`config.mk`:
```
export PLATFORM = sky130hd
export DESIGN_NAME = uart_rx_os
export DESIGN_NICKNAME = d
export VERILOG_FILES = /design/src/rtl/uart_pkg.sv /design/src/rtl/uart_rx_sync.sv /design/src/rtl/uart_rx_os.sv
export SDC_FILE = /design/constraint.sdc
export NUM_CORES = 1
export LEC_CHECK = 0
export ABC_AREA = 1
export CAP_MARGIN = 10
export CORE_MARGIN = 5
export CORE_UTILIZATION = 50
export DETAILED_ROUTE_END_ITERATION = 10
export PLACE_DENSITY = 0.79
export SLEW_MARGIN = 20
export SYNTH_ARGS = -nofsm -noshare
export SYNTH_HDL_FRONTEND = slang
export SYNTH_SLANG_ARGS = --single-unit
export TNS_END_PERCENT = 10
```
`constraint.sdc`:
```
create_clock -name clk -period 1.4 [get_ports clk]
set_input_delay 0.14 -clock clk [delete_from_list [all_inputs] [get_ports clk]]
set_output_delay 0.14 -clock clk [all_outputs]
set_load 0.02 [all_outputs]
```
`src/rtl/uart_pkg.sv`:
```
// Shared UART definitions: receiver FSM states, parity modes and a clog2 helper
// also used by the transmitter.
package uart_pkg;

   typedef enum logic [2:0] {
      IDLE   = 3'd0,
      START  = 3'd1,
      DATA   = 3'd2,
      PARITY = 3'd3,
      STOP   = 3'd4
   } rx_state_e;

   localparam logic PAR_EVEN = 1'b0;
   localparam logic PAR_ODD  = 1'b1;

   // Smallest r with 2**r >= v, never less than 1 so it is always a legal width.
   function automatic int clog2(input int v);
      int r;
      r = 0;
      for (int i = 0; i < 31; i++) begin
         if ((32'd1 << i) < v) r = i + 1;
      end
      return (r == 0) ? 1 : r;
   endfunction

endpackage

```
`src/rtl/uart_rx_sync.sv`:
```
// Two-flop synchroniser for the asynchronous rx pad. Resets to the idle (high)
// line level so a reset never looks like a start bit.
module uart_rx_sync (
   input  logic clk,
   input  logic rst,
   input  logic d,
   output logic q
);

   logic meta_q, meta_d;
   logic sync_q, sync_d;

   // Next values: plain two-stage delay.
   always_comb begin
      meta_d = d;
      sync_d = meta_q;
   end

   // Synchroniser flops, idle-high on reset.
   always_ff @(posedge clk or negedge rst) begin
      if (!rst) begin
         meta_q <= 1'b1;
         sync_q <= 1'b1;
      end else begin
         meta_q <= meta_d;
         sync_q <= sync_d;
      end
   end

   assign q = sync_q;

endmodule

```
`src/rtl/uart_rx_os.sv`:
```
// Oversampling UART receiver. Detects the start edge, confirms it at mid-bit,
// then samples every following bit at mid-bit. Completed words are offered on a
// valid/ready handshake together with parity and framing flags; a word that
// completes while the previous one is still held is dropped with an overrun pulse.
module uart_rx_os
   import uart_pkg::*;
#(
   parameter int DATA_BITS  = 8,
   parameter int OVERSAMPLE = 16,
   parameter int PARITY_EN  = 0,
   parameter int PARITY_ODD = 0,
   parameter int STOP_BITS  = 1
) (
   input  logic                 clk,
   input  logic                 rst,
   input  logic                 rx_in,
   input  logic                 os_tick,
   output logic [DATA_BITS-1:0] rx_data,
   output logic                 rx_valid,
   input  logic                 rx_ready,
   output logic                 parity_err,
   output logic                 frame_err,
   output logic                 overrun_err,
   output logic                 busy
);

   localparam int SW = clog2(OVERSAMPLE);
   localparam int BW = clog2(DATA_BITS + 1);

   localparam logic [SW-1:0] SC_MID  = SW'(OVERSAMPLE / 2 - 1);
   localparam logic [SW-1:0] SC_LAST = SW'(OVERSAMPLE - 1);
   localparam logic [BW-1:0] BC_LAST = BW'(DATA_BITS - 1);
   localparam logic [BW-1:0] ST_LAST = BW'(STOP_BITS - 1);
   localparam logic          ODD_BIT = (PARITY_ODD != 0) ? PAR_ODD : PAR_EVEN;

   logic rx_s;

   rx_state_e            state_q, state_d;
   logic [SW-1:0]        scnt_q, scnt_d;
   logic [BW-1:0]        bcnt_q, bcnt_d;
   logic [DATA_BITS-1:0] shift_q, shift_d;
   logic                 p_err_q, p_err_d;
   logic                 f_err_q, f_err_d;
   logic                 armed_q, armed_d;
   logic                 frame_done;

   logic [DATA_BITS-1:0] rx_data_q, rx_data_d;
   logic                 rx_valid_q, rx_valid_d;
   logic                 parity_err_q, parity_err_d;
   logic                 frame_err_q, frame_err_d;
   logic                 overrun_err_q, overrun_err_d;

   uart_rx_sync u_sync (
      .clk (clk),
      .rst (rst),
      .d   (rx_in),
      .q   (rx_s)
   );

   // Frame FSM: advances only on os_tick. The shift register fills from the top
   // so that after DATA_BITS samples the first (LSB) bit sits at bit 0.
   always_comb begin
      state_d    = state_q;
      scnt_d     = scnt_q;
      bcnt_d     = bcnt_q;
      shift_d    = shift_q;
      p_err_d    = p_err_q;
      f_err_d    = f_err_q;
      armed_d    = armed_q;
      frame_done = 1'b0;
      if (os_tick) begin
         unique case (state_q)
            IDLE: begin
               // After a low final stop bit the line must go high before
               // another start is accepted, so a break cannot retrigger.
               if (!armed_q) begin
                  if (rx_s) armed_d = 1'b1;
               end else if (!rx_s) begin
                  state_d = START;
                  scnt_d  = '0;
               end
            end
            START: begin
               if (scnt_q == SC_MID) begin
                  if (rx_s) begin
                     state_d = IDLE;
                  end else begin
                     state_d = DATA;
                     scnt_d  = '0;
                     bcnt_d  = '0;
                     p_err_d = 1'b0;
                     f_err_d = 1'b0;
                  end
               end else begin
                  scnt_d = scnt_q + SW'(1);
               end
            end
            DATA: begin
               if (scnt_q == SC_LAST) begin
                  shift_d = {rx_s, shift_q[DATA_BITS-1:1]};
                  scnt_d  = '0;
                  if (bcnt_q == BC_LAST) begin
                     bcnt_d  = '0;
                     state_d = (PARITY_EN != 0) ? PARITY : STOP;
                  end else begin
                     bcnt_d = bcnt_q + BW'(1);
                  end
               end else begin
                  scnt_d = scnt_q + SW'(1);
               end
            end
            PARITY: begin
               if (scnt_q == SC_LAST) begin
                  p_err_d = (((^shift_q) ^ rx_s) != ODD_BIT);
                  scnt_d  = '0;
                  bcnt_d  = '0;
                  state_d = STOP;
               end else begin
                  scnt_d = scnt_q + SW'(1);
               end
            end
            STOP: begin
               if (scnt_q == SC_LAST) begin
                  f_err_d = f_err_q | ~rx_s;
                  scnt_d  = '0;
                  if (bcnt_q == ST_LAST) begin
                     // Leaving at mid-stop-bit so a back-to-back start edge is
                     // seen without losing any ticks.
                     bcnt_d     = '0;
                     state_d    = IDLE;
                     armed_d    = rx_s;
                     frame_done = 1'b1;
                  end else begin
                     bcnt_d = bcnt_q + BW'(1);
                  end
               end else begin
                  scnt_d = scnt_q + SW'(1);
               end
            end
            default: state_d = IDLE;
         endcase
      end
   end

   // FSM and datapath registers.
   always_ff @(posedge clk or negedge rst) begin
      if (!rst) begin
         state_q <= IDLE;
         scnt_q  <= '0;
         bcnt_q  <= '0;
         shift_q <= '0;
         p_err_q <= 1'b0;
         f_err_q <= 1'b0;
         armed_q <= 1'b1;
      end else begin
         state_q <= state_d;
         scnt_q  <= scnt_d;
         bcnt_q  <= bcnt_d;
         shift_q <= shift_d;
         p_err_q <= p_err_d;
         f_err_q <= f_err_d;
         armed_q <= armed_d;
      end
   end

   // Output handshake: load a finished frame if the slot is free or being
   // emptied this cycle, otherwise keep the held word and flag the drop.
   always_comb begin
      rx_data_d     = rx_data_q;
      rx_valid_d    = rx_valid_q;
      parity_err_d  = parity_err_q;
      frame_err_d   = frame_err_q;
      overrun_err_d = 1'b0;
      if (rx_valid_q && rx_ready) rx_valid_d = 1'b0;
      if (frame_done) begin
         if (!rx_valid_q || rx_ready) begin
            rx_data_d    = shift_q;
            parity_err_d = (PARITY_EN != 0) ? p_err_q : 1'b0;
            frame_err_d  = f_err_d;
            rx_valid_d   = 1'b1;
         end else begin
            overrun_err_d = 1'b1;
         end
      end
   end

   // Output registers.
   always_ff @(posedge clk or negedge rst) begin
      if (!rst) begin
         rx_data_q     <= '0;
         rx_valid_q    <= 1'b0;
         parity_err_q  <= 1'b0;
         frame_err_q   <= 1'b0;
         overrun_err_q <= 1'b0;
      end else begin
         rx_data_q     <= rx_data_d;
         rx_valid_q    <= rx_valid_d;
         parity_err_q  <= parity_err_d;
         frame_err_q   <= frame_err_d;
         overrun_err_q <= overrun_err_d;
      end
   end

   assign rx_data     = rx_data_q;
   assign rx_valid    = rx_valid_q;
   assign parity_err  = parity_err_q;
   assign frame_err   = frame_err_q;
   assign overrun_err = overrun_err_q;
   assign busy        = (state_q != IDLE);

endmodule

```
==> results of run 1 <==
[placed cells by master, fill, tap and decap left out, types with 2 or more instances in the layout]
cell and count:
nor2_1 8, nand2_2 16, nand3_1 20, o21ai_2 7
inv_2 4, nand3_2 2, a21oi_1 4, dfrtp_1 30
dfstp_2 3, nand4_1 5, buf_4 36, nor2_2 5
dlygate4sd2_1 11, clkbuf_4 5, o21ai_0 8, nor2_4 9
nand2_1 58, clkdlybuf4s50_1 4, nand2_4 3, o21ai_1 4
inv_1 22, buf_6 2
[critical path, delay by kind of cell (launching register included)]
family	cells	cell delay [ps]
adder cells (fa/ha/maj)	1	190
flip-flops	1	410
buffers and inverters	1	70
AND/OR/NAND/NOR	8	730
[through the flow]
step	TNS (ps)	cell area [µm²]	cells	power (µW)
after floorplan	0	1820	223	1510
after global placement	-879	2240	310	1780
after detailed placement	-1470	2240	310	1800
after CTS	-529	2400	323	2570
after global routing	-3860	2470	328	2770
final	-1300	2470	328	2610
[how the worst min path moves through the flow]
| stage | to | slack (ps) | cells after the start |
|---|---|---|---|
| finish | scnt_q[2]$_DFFE_PN0P_ | 150 | 2 |
| global route | scnt_q[2]$_DFFE_PN0P_ | 160 | 2 |
| CTS | scnt_q[2]$_DFFE_PN0P_ | 150 | 2 |
| detailed placement | u_sync.q$_DFF_PN1_ | 350 | 0 |
| global placement | u_sync.q$_DFF_PN1_ | 350 | 0 |
| floorplan | bcnt_q[0]$_DFFE_PN0P_ | -160 | 0 |
[metal layers]
| metal | routed length, µm | share of wire | global-route usage |
|---|---|---|---|
| met2 | 1920 | 0.49 | 0.296 |
| met5 | 0 | 0 | 0 |
| met4 | 46 | 0.012 | 0.0447 |
| met1 | 1830 | 0.47 | 0.210 |
| met3 | 131 | 0.033 | 0.0502 |
[cell type report]
class                           count  area (µm²)
Clock inverter                      1        30.0
Tap cell                           46        57.6
Timing Repair Buffer               55         454
Sequential cell                    34         856
Clock buffer                        6        51.3
Inverter                           28         113
Multi-Input combinational cell    158         913
Fill cell                         278         941
[state kept, by name, summed over array words and instances, names as in the netlist]
register	cells
armed_q	1
bcnt_q	4
f_err_q	1
frame_err	1
overrun_err	1
rx_data	8
rx_valid	1
scnt_q	4
shift_q	8
state_q	3
u_sync.meta_q	1
u_sync.q	1
[logic make-up (layout without fill, tap and decap cells)]
group | after synthesis | count (layout)
AOI/OAI and AO/OA | 25 | 25
xor gates and xnor gates | 1 | 1
adders and majority gates | 3 | 3
buffers and inverters | 31 | 90
DFF | 34 | 34
other | 1 | 1
and+or+nand+nor | 128 | 128
[repair_timing]
action                                  4_1_cts  5_1_grt
hold endpoints to repair                      0        0
gates cloned                                  0        0
gates resized for setup                      36       14
hold buffers                                  0        0
buffers inserted                              6        5
endpoints found under the setup margin       33       31
pin swaps                                     9        6
[power breakdown]
group	switching [µW]	internal [µW]
combinational	456	328
clock	320	415
sequential	47.3	1040
==> results.json, run 1 <==
{
  "clk_root_buffer_cell": "clkbuf_4",
  "initialDrtViolationCount": 78,
  "layout_setup_ws_ps": -88.8,
  "wirelength_um": 3930,
  "endpoint": "state_q[1]$_DFFE_PN0P_",
  "ys_warn_count": 0,
  "preCtsSetupSlack_ps": -119,
  "synth_compound_area_frac": 0.0855,
  "ys_types": 24,
  "grt_pass1_vias": 1546,
  "diodes": 0,
  "rr_startpoint": "scnt_q[0]$_DFFE_PN0P_",
  "hold_viol_final": 0,
  "cp_slowest_stage_delay_ps": 410,
  "cts_tree": "done",
  "fin_crit_ps": 1490,
  "dr.pass1.iters": 4,
  "yosys.area_share.adder": 0.0208,
  "ir_worst_vdd_uv": 863,
  "synth_ff_type": "dfrtp_1",
  "cts_buffers": 5,
  "fin_util": 0.725,
  "cp-end-kind": "flop",
  "cellPowerDensity_nw_per_um2": 1050,
  "die_w_um": 70.0,
  "max_cap_viol_count": 0,
  "syn_nets": 231,
  "clock_path_buffers": 2,
  "synth_top_family_by_area": "simple AND/OR/NAND/NOR gates",
  "cts.sinks": 34,
  "clk_pin_slew_ps": 110,
  "rows": 21,
  "die_h_um": 70.0,
  "fmax_mhz": 672,
  "syn-cell-area_um2": 1800,
  "status": "finished, violations left",
  "vias": 1597,
  "grt_max_degree": 35,
  "worstHoldPathType": "in2async",
  "clk_latency_ps": 340,
  "p_leak_uw": 0.00129,
  "reg2reg_to": "state_q[1]$_DFFE_PN0P_",
  "dieArea_um2": 4900,
  "gr-usage-all-layers": 0.172,
  "crit_top_cell": "nand2_2",
  "drive_gt1_frac": 0.365,
  "wl_per_cell_um": 12.0,
  "synth_seq_cells": 34,
  "grt-ovfl-total": 0,
  "critPathMaxFanout": 6,
  "grt_pass1_wl_um": 6820,
  "rsz0062_at_grt": "true",
  "fin_skew_ps": 21.0,
  "synthMuxAreaShare": 0,
  "ant_nets": 0,
  "area_delta_synth_final_pct": 37.5,
  "synth_top_cells_by_count": "nand2_1 (69), dfrtp_1 (31), inv_1 (25)",
  "gp_congestion": 0.916,
  "arrival_ps": 1720,
  "ys_seq_area_frac": 0.475,
  "rrSetupSlack_ps": -90,
  "path_class": "reg2reg",
  "synth_area_leaders": "dfrtp_1 (43%), nand2_1 (14%), nand3_1 (5.8%)",
  "dp_hpwl_um": 2670,
  "htreeDepth": 2,
  "synth_xor_xnor_area_share": 0.00486,
  "drv_slew": 0,
  "vias_per_cell": 4.87,
  "asyncSetResetFlopFracSynth": 1.00,
  "period_share": 1.06,
  "worst_path_max_delay_cell": "dfrtp_1",
  "worstPathCellList": "ha_4 -> nand2_4 -> inv_2 -> nand2_2 -> nand2_2 -> nand2_2 -> nor2_4 -> nand3_2 -> nand2_1 -> nand2_1",
  "synth_most_common_cell": "nand2_1",
  "finalNetCount": 290,
  "core_area_um2": 3420,
  "synth-simple-area-share": 0.341,
  "synthCells": 223,
  "cp-start-kind": "flop",
  "setup_viol_count_final": 24,
  "antenna_found_initial": 0,
  "synth_top_area_cell": "dfrtp_1",
  "synth_edf_count": 0,
  "violations": "setup timing",
  "initial_utilization": 0.527,
  "ios": 18,
  "hold_ws_ps": 146,
  "startpoint": "scnt_q[0]$_DFFE_PN0P_",
  "syn_area_per_cell_um2": 8.07,
  "required_ps": 1630,
  "yosysTopAreaCellShare": 0.431,
  "rr_worst_depth": 10,
  "portBuffers": 16,
  "drcViolationCount": 0
}
Power figures use the tool's default switching activity.
==> run 2: changes to the inputs <==
- GPL_TIMING_DRIVEN: not set -> 0
- PLACE_DENSITY: 0.79 -> 0.76
- clock period: 1.4 -> 1.7 ns (I/O delays scaled with it)
==> run 2 against run 1 <==
  * The run now ends clean
  * Global-route usage down 2.4 points
  * Critical endpoint is now rx_data[7]$_DFFE_PN0P_
  * Via count down 7.3%
  * Largest cell class is now flip-flops and latches
  * Sequential cell count unchanged
  * Total power down 23%
  * Highest routed layer unchanged
  * Sequential share of layout area up 4.7 points
==> results.json, run 2 (synthesized netlist as in run 1, its figures left out) <==
{
  "status": "finished, final reports clean",
  "p_seq_frac": 0.446,
  "ios": 18,
  "fin_util": 0.640,
  "wl_met3_um": 140,
  "area_delta_synth_final_pct": 21.3,
  "hold_viol_final": 0,
  "hold_ws_ps": 221,
  "p_sw_uw": 639,
  "p_leak_uw": 0.00105,
  "p_sw_frac": 0.317,
  "ant_nets": 0,
  "vias": 1480,
  "grt_max_degree": 25,
  "final_cell_mix": "nand2_1 (68), dfrtp_1 (28), inv_1 (23)",
  "path_class": "reg2reg",
  "wirelength_um": 3400,
  "startpoint": "state_q[0]$_DFFE_PN0P_",
  "vias_per_cell": 5.00,
  "dr_wl_met2_um": 1590,
  "fmax_mhz": 613,
  "fin_skew_ps": 11.9,
  "htreeDepth": 2,
  "diodes": 0,
  "p_clk_frac": 0.303,
  "clock_path_buffers": 2,
  "clk_latency_ps": 350,
  "grt_pass1_vias": 1332,
  "drv_slew": 0,
  "required_ps": 1940,
  "power_frac_comb": 0.251,
  "dr.pass1.iters": 4,
  "rows": 21,
  "grt-ovfl-total": 0,
  "arrival_ps": 1870,
  "cts_buffers": 5,
  "routed.top_layer": "met4",
  "max_cap_viol_count": 0,
  "layout_setup_ws_ps": 69.8,
  "cts_tree": "done",
  "dieArea_um2": 4900,
  "cellPowerDensity_nw_per_um2": 923,
  "wl_per_cell_um": 11.5,
  "initialDrtViolationCount": 55,
  "portBuffers": 16,
  "met1_length_um": 1610,
  "drive_gt1_frac": 0.224,
  "die_h_um": 70.0,
  "cts.sinks": 34,
  "cp-start-kind": "flop",
  "critPathMaxFanout": 10,
  "clk_root_buffer_cell": "clkbuf_4",
  "antenna_found_initial": 0,
  "dp_hpwl_um": 2590,
  "initial_utilization": 0.527,
  "intPower_uw": 1380,
  "worstHoldPathType": "in2async",
  "finalNetCount": 258,
  "setup_viol_count_final": 0,
  "period_share": 0.959,
  "fin_crit_ps": 1630,
  "core_area_um2": 3420,
  "final_common_cell": "nand2_1",
  "preCtsSetupSlack_ps": 31.5,
  "die_w_um": 70.0,
  "fin_area_um2": 2180,
  "dpl_cell_area_um2": 2040,
  "clk_pin_slew_ps": 110,
  "rr_startpoint": "state_q[0]$_DFFE_PN0P_",
  "grt_pass1_wl_um": 5860,
  "gr-usage-all-layers": 0.148,
  "cp-end-kind": "flop",
  "gp_congestion": 0.924,
  "ir_worst_vdd_uv": 674,
  "drcViolationCount": 0
}
run 2: cell count changes in the layout (fill, tap and decap cells not counted), sizes merged:
cell           previous run  this run
buf                      40         7
dlygate4sd3               0         1
clkdlybuf4s50             4        14
dlygate4sd2              11         1
run 2: what timing repair did:
| item | 4_1_cts | 5_1_grt |
|---|---|---|
| gates resized for setup | 4 | 9 |
| endpoints found under the hold margin | 31 | 0 |
| endpoints found under the setup margin | 1 | 22 |
| hold buffers | 1 | 0 |
| pin swaps | 0 | 2 |
| buffers inserted | 1 | 1 |
run 2: routing by layer:
| layer | track usage | vias up |
|---|---|---|
| li1 | - | 761 |
| met4 | 0.0574 | 0 |
| met1 | 0.191 | 686 |
| met3 | 0.0445 | 9 |
| met5 | 0 | - |
| met2 | 0.234 | 24 |
run 2: worst paths after layout:
path,end,slack [ps],cells past startpoint
worst max-delay path,rx_data[7]$_DFFE_PN0P_,70,10
worst min-delay path,scnt_q[2]$_DFFE_PN0P_,220,2
worst max register to register,rx_data[7]$_DFFE_PN0P_,70,10
worst min register to register,u_sync.q$_DFF_PN1_,360,0
max in group asynchronous,armed_q$_DFFE_PN1P_,990,3
min in group clk,u_sync.meta_q$_DFF_PN1_,220,1
run 2: layout make-up:
cell class,count,area [µm²]
multi-input combinational,158,852
tap,46,57.6
inverter,28,105
clock buffer,6,51.3
clock inverter,1,30.0
timing repair buffer,20,206
fill,298,1230
sequential,34,858
buffer,3,23.8
run 2: critical path: stages (launching register included):
cell and delay (ps):
dfrtp_2 430, buf_4 160, nor2_1 100, nand2_1 140, nor2_2 150, nand2_2 80
nor2_4 110, inv_2 90, buf_6 160, nand2_2 60, o21ai_2 50
run 2: power by group through the flow:
| stage | logic, µW | clock network, µW | registers, µW |
|---|---|---|---|
| after CTS | 479 | 627 | 889 |
| after global placement | 429 | 0 | 913 |
| after detailed placement | 439 | 0 | 916 |
| after global routing | 556 | 662 | 904 |
| after floorplan | 323 | 0 | 906 |
| final | 506 | 610 | 900 |
run 2: stage by stage:
step           TNS, ps  std cells  total power (µW)
3_5_place_dp         0        286              1360
2_1_floorplan        0        223              1230
5_1_grt          -2.63        296              2120
4_1_cts              0        295              2000
6_report             0        296              2020
3_3_place_gp     -6950        285              1340
==> run 3: changes to the inputs <==
- CORE_UTILIZATION: 50 -> 45
- PLACE_DENSITY: 0.76 -> 0.7
==> run 3 against run 2 <==
  * Wire length up 2.8%
  * First-iteration DRC count down 11%
  * Clock power up 24%
  * Count of clock-buffer cells in the layout down 1
  * Combinational power down 4.2%
  * Clock skew down 6.2 ps
  * Sequential share of layout area down 0.74 points
  * Cell count up 2.0%
  * Critical path type is now reg2out
  * Highest routed layer unchanged
  * Hold slack better by 59 ps
==> results.json, run 3 (synthesized netlist as in run 1, its figures left out) <==
{
  "fin_skew_ps": 5.66,
  "max_cap_viol_count": 0,
  "final_common_cell": "nand2_1",
  "dp_hpwl_um": 2590,
  "wl_per_cell_um": 11.6,
  "hold_end": "u_sync.meta_q$_DFF_PN1_",
  "vias": 1480,
  "grt_pass1_wl_um": 6070,
  "rrSetupSlack_ps": 160,
  "drive_gt1_frac": 0.222,
  "drcViolationCount": 0,
  "cts.sinks": 34,
  "initialDrtViolationCount": 49,
  "clk_latency_ps": 290,
  "final_cell_mix": "nand2_1 (68), dfrtp_1 (29), inv_1 (24)",
  "setup_viol_count_final": 0,
  "path_class": "reg2out",
  "hold_viol_final": 0,
  "cellPowerDensity_nw_per_um2": 969,
  "dieArea_um2": 5370,
  "core_area_um2": 3940,
  "critPathMaxFanout": 6,
  "portBuffers": 16,
  "cts_buffers": 5,
  "die_h_um": 73.3,
  "rr_worst_depth": 10,
  "worstHoldStart": "rx_in",
  "drv_slew": 0,
  "fin_crit_ps": 1620,
  "cp-end-kind": "primary output",
  "finalNetCount": 259,
  "placedCellCount": 290,
  "arrival_ps": 1450,
  "antenna_found_initial": 0,
  "rows": 23,
  "nFillCells": 347,
  "initial_utilization": 0.457,
  "ios": 18,
  "vias_per_cell": 4.90,
  "gp_congestion": 0.888,
  "ant_nets": 0,
  "clk_root_buffer_cell": "clkbuf_8",
  "clk_pin_slew_ps": 70,
  "worstHoldPathType": "in2reg",
  "diodes": 0,
  "rr_startpoint": "scnt_q[0]$_DFFE_PN0P_",
  "clock_path_buffers": 2,
  "cts_tree": "done",
  "rsz0062_at_grt": "false",
  "p_leak_uw": 0.00106,
  "cp-start-kind": "flop",
  "dr.pass1.iters": 4,
  "area_delta_synth_final_pct": 23.5,
  "min_path_cells": 1,
  "grt-ovfl-total": 0,
  "gr-usage-all-layers": 0.148,
  "fmax_mhz": 616,
  "ir_worst_vdd_uv": 517,
  "final_cells": 302,
  "grt_pass1_vias": 1341,
  "final.setup.tns_ps": 0,
  "die_w_um": 73.3,
  "period_share": 0.955,
  "required_ps": 1530,
  "status": "finished, final reports clean",
  "wirelength_um": 3500,
  "reg2reg_to": "state_q[1]$_DFFE_PN0P_",
  "hold_ws_ps": 280,
  "grt_max_degree": 25,
  "htreeDepth": 2
}
## run 3: changes by cell type in the layout (fill, tap and decap cells not counted), sizes merged
| cell | delta |
|---|---|
| clkinvlp | +2 |
| clkbuf | -1 |
| buf | +1 |
## run 3: layer usage
| metal | vias up | global-route usage | share of wire |
|---|---|---|---|
| met3 | 7 | 0.0438 | 0.046 |
| met1 | 688 | 0.190 | 0.48 |
| met5 | - | 0 | 0 |
| li1 | 763 | - | - |
| met2 | 22 | 0.235 | 0.46 |
| met4 | 0 | 0.0553 | 0.016 |
## run 3: worst max path at each step
stage / endpoint / cells past startpoint / start / slack, ps
global route: frame_err$_DFFE_PN0P_ / 10 / bcnt_q[1]$_DFFE_PN0P_ / 3
global placement: rx_data[1]$_DFFE_PN0P_ / 1 / rst / -260
CTS: busy / 5 / state_q[0]$_DFFE_PN0P_ / 30
floorplan: rx_data[7]$_DFFE_PN0P_ / 9 / scnt_q[0]$_DFFE_PN0P_ / 260
detailed placement: busy / 5 / state_q[0]$_DFFE_PN0P_ / 40
finish: busy / 5 / state_q[0]$_DFFE_PN0P_ / 80
## run 3: layout make-up
class,instances,area [µm²],share of cell area
plain buffers,3,23.8,0.0107
clock buffers,5,68.8,0.0310
clock inverters,3,45.0,0.0203
inverters,28,105,0.0473
multi-input cells,158,847,0.381
flip-flops and latches,34,857,0.385
well taps,50,62.6,0.0281
repair buffers,21,214,0.0962
## run 3: where the power goes
part	total [µW]	internal (µW)	switching (µW)
Clock	759	436	323
Sequential	912	861	50.6
Combinational	485	168	316
## run 3: critical path: stages (launching register included)
cell and delay (ps):
dfrtp_2 450, inv_2 90, nand2_2 110, nor2_4 130
inv_1 50, dlygate4sd2_1 320
## run 3: timing repair
item                       CTS  global route
pin swaps                    0             1
setup buffers                0             3
hold endpoints to repair     9             0
setup endpoints to repair    1            23
gates resized for setup      3             7
hold buffers                 1             0
## run 3: metrics by stage
stage | util | area, µm² | setup WS (ps) | total power [µW]
final | 0.564 | 2220 | 76.9 | 2160
after floorplan | - | 1800 | 264 | 1230
after global placement | 0.513 | 2020 | -259 | 1350
after detailed placement | 0.519 | 2050 | 35.9 | 1360
after global routing | 0.564 | 2220 | 3.27 | 2270
after CTS | 0.551 | 2170 | 31.1 | 2120
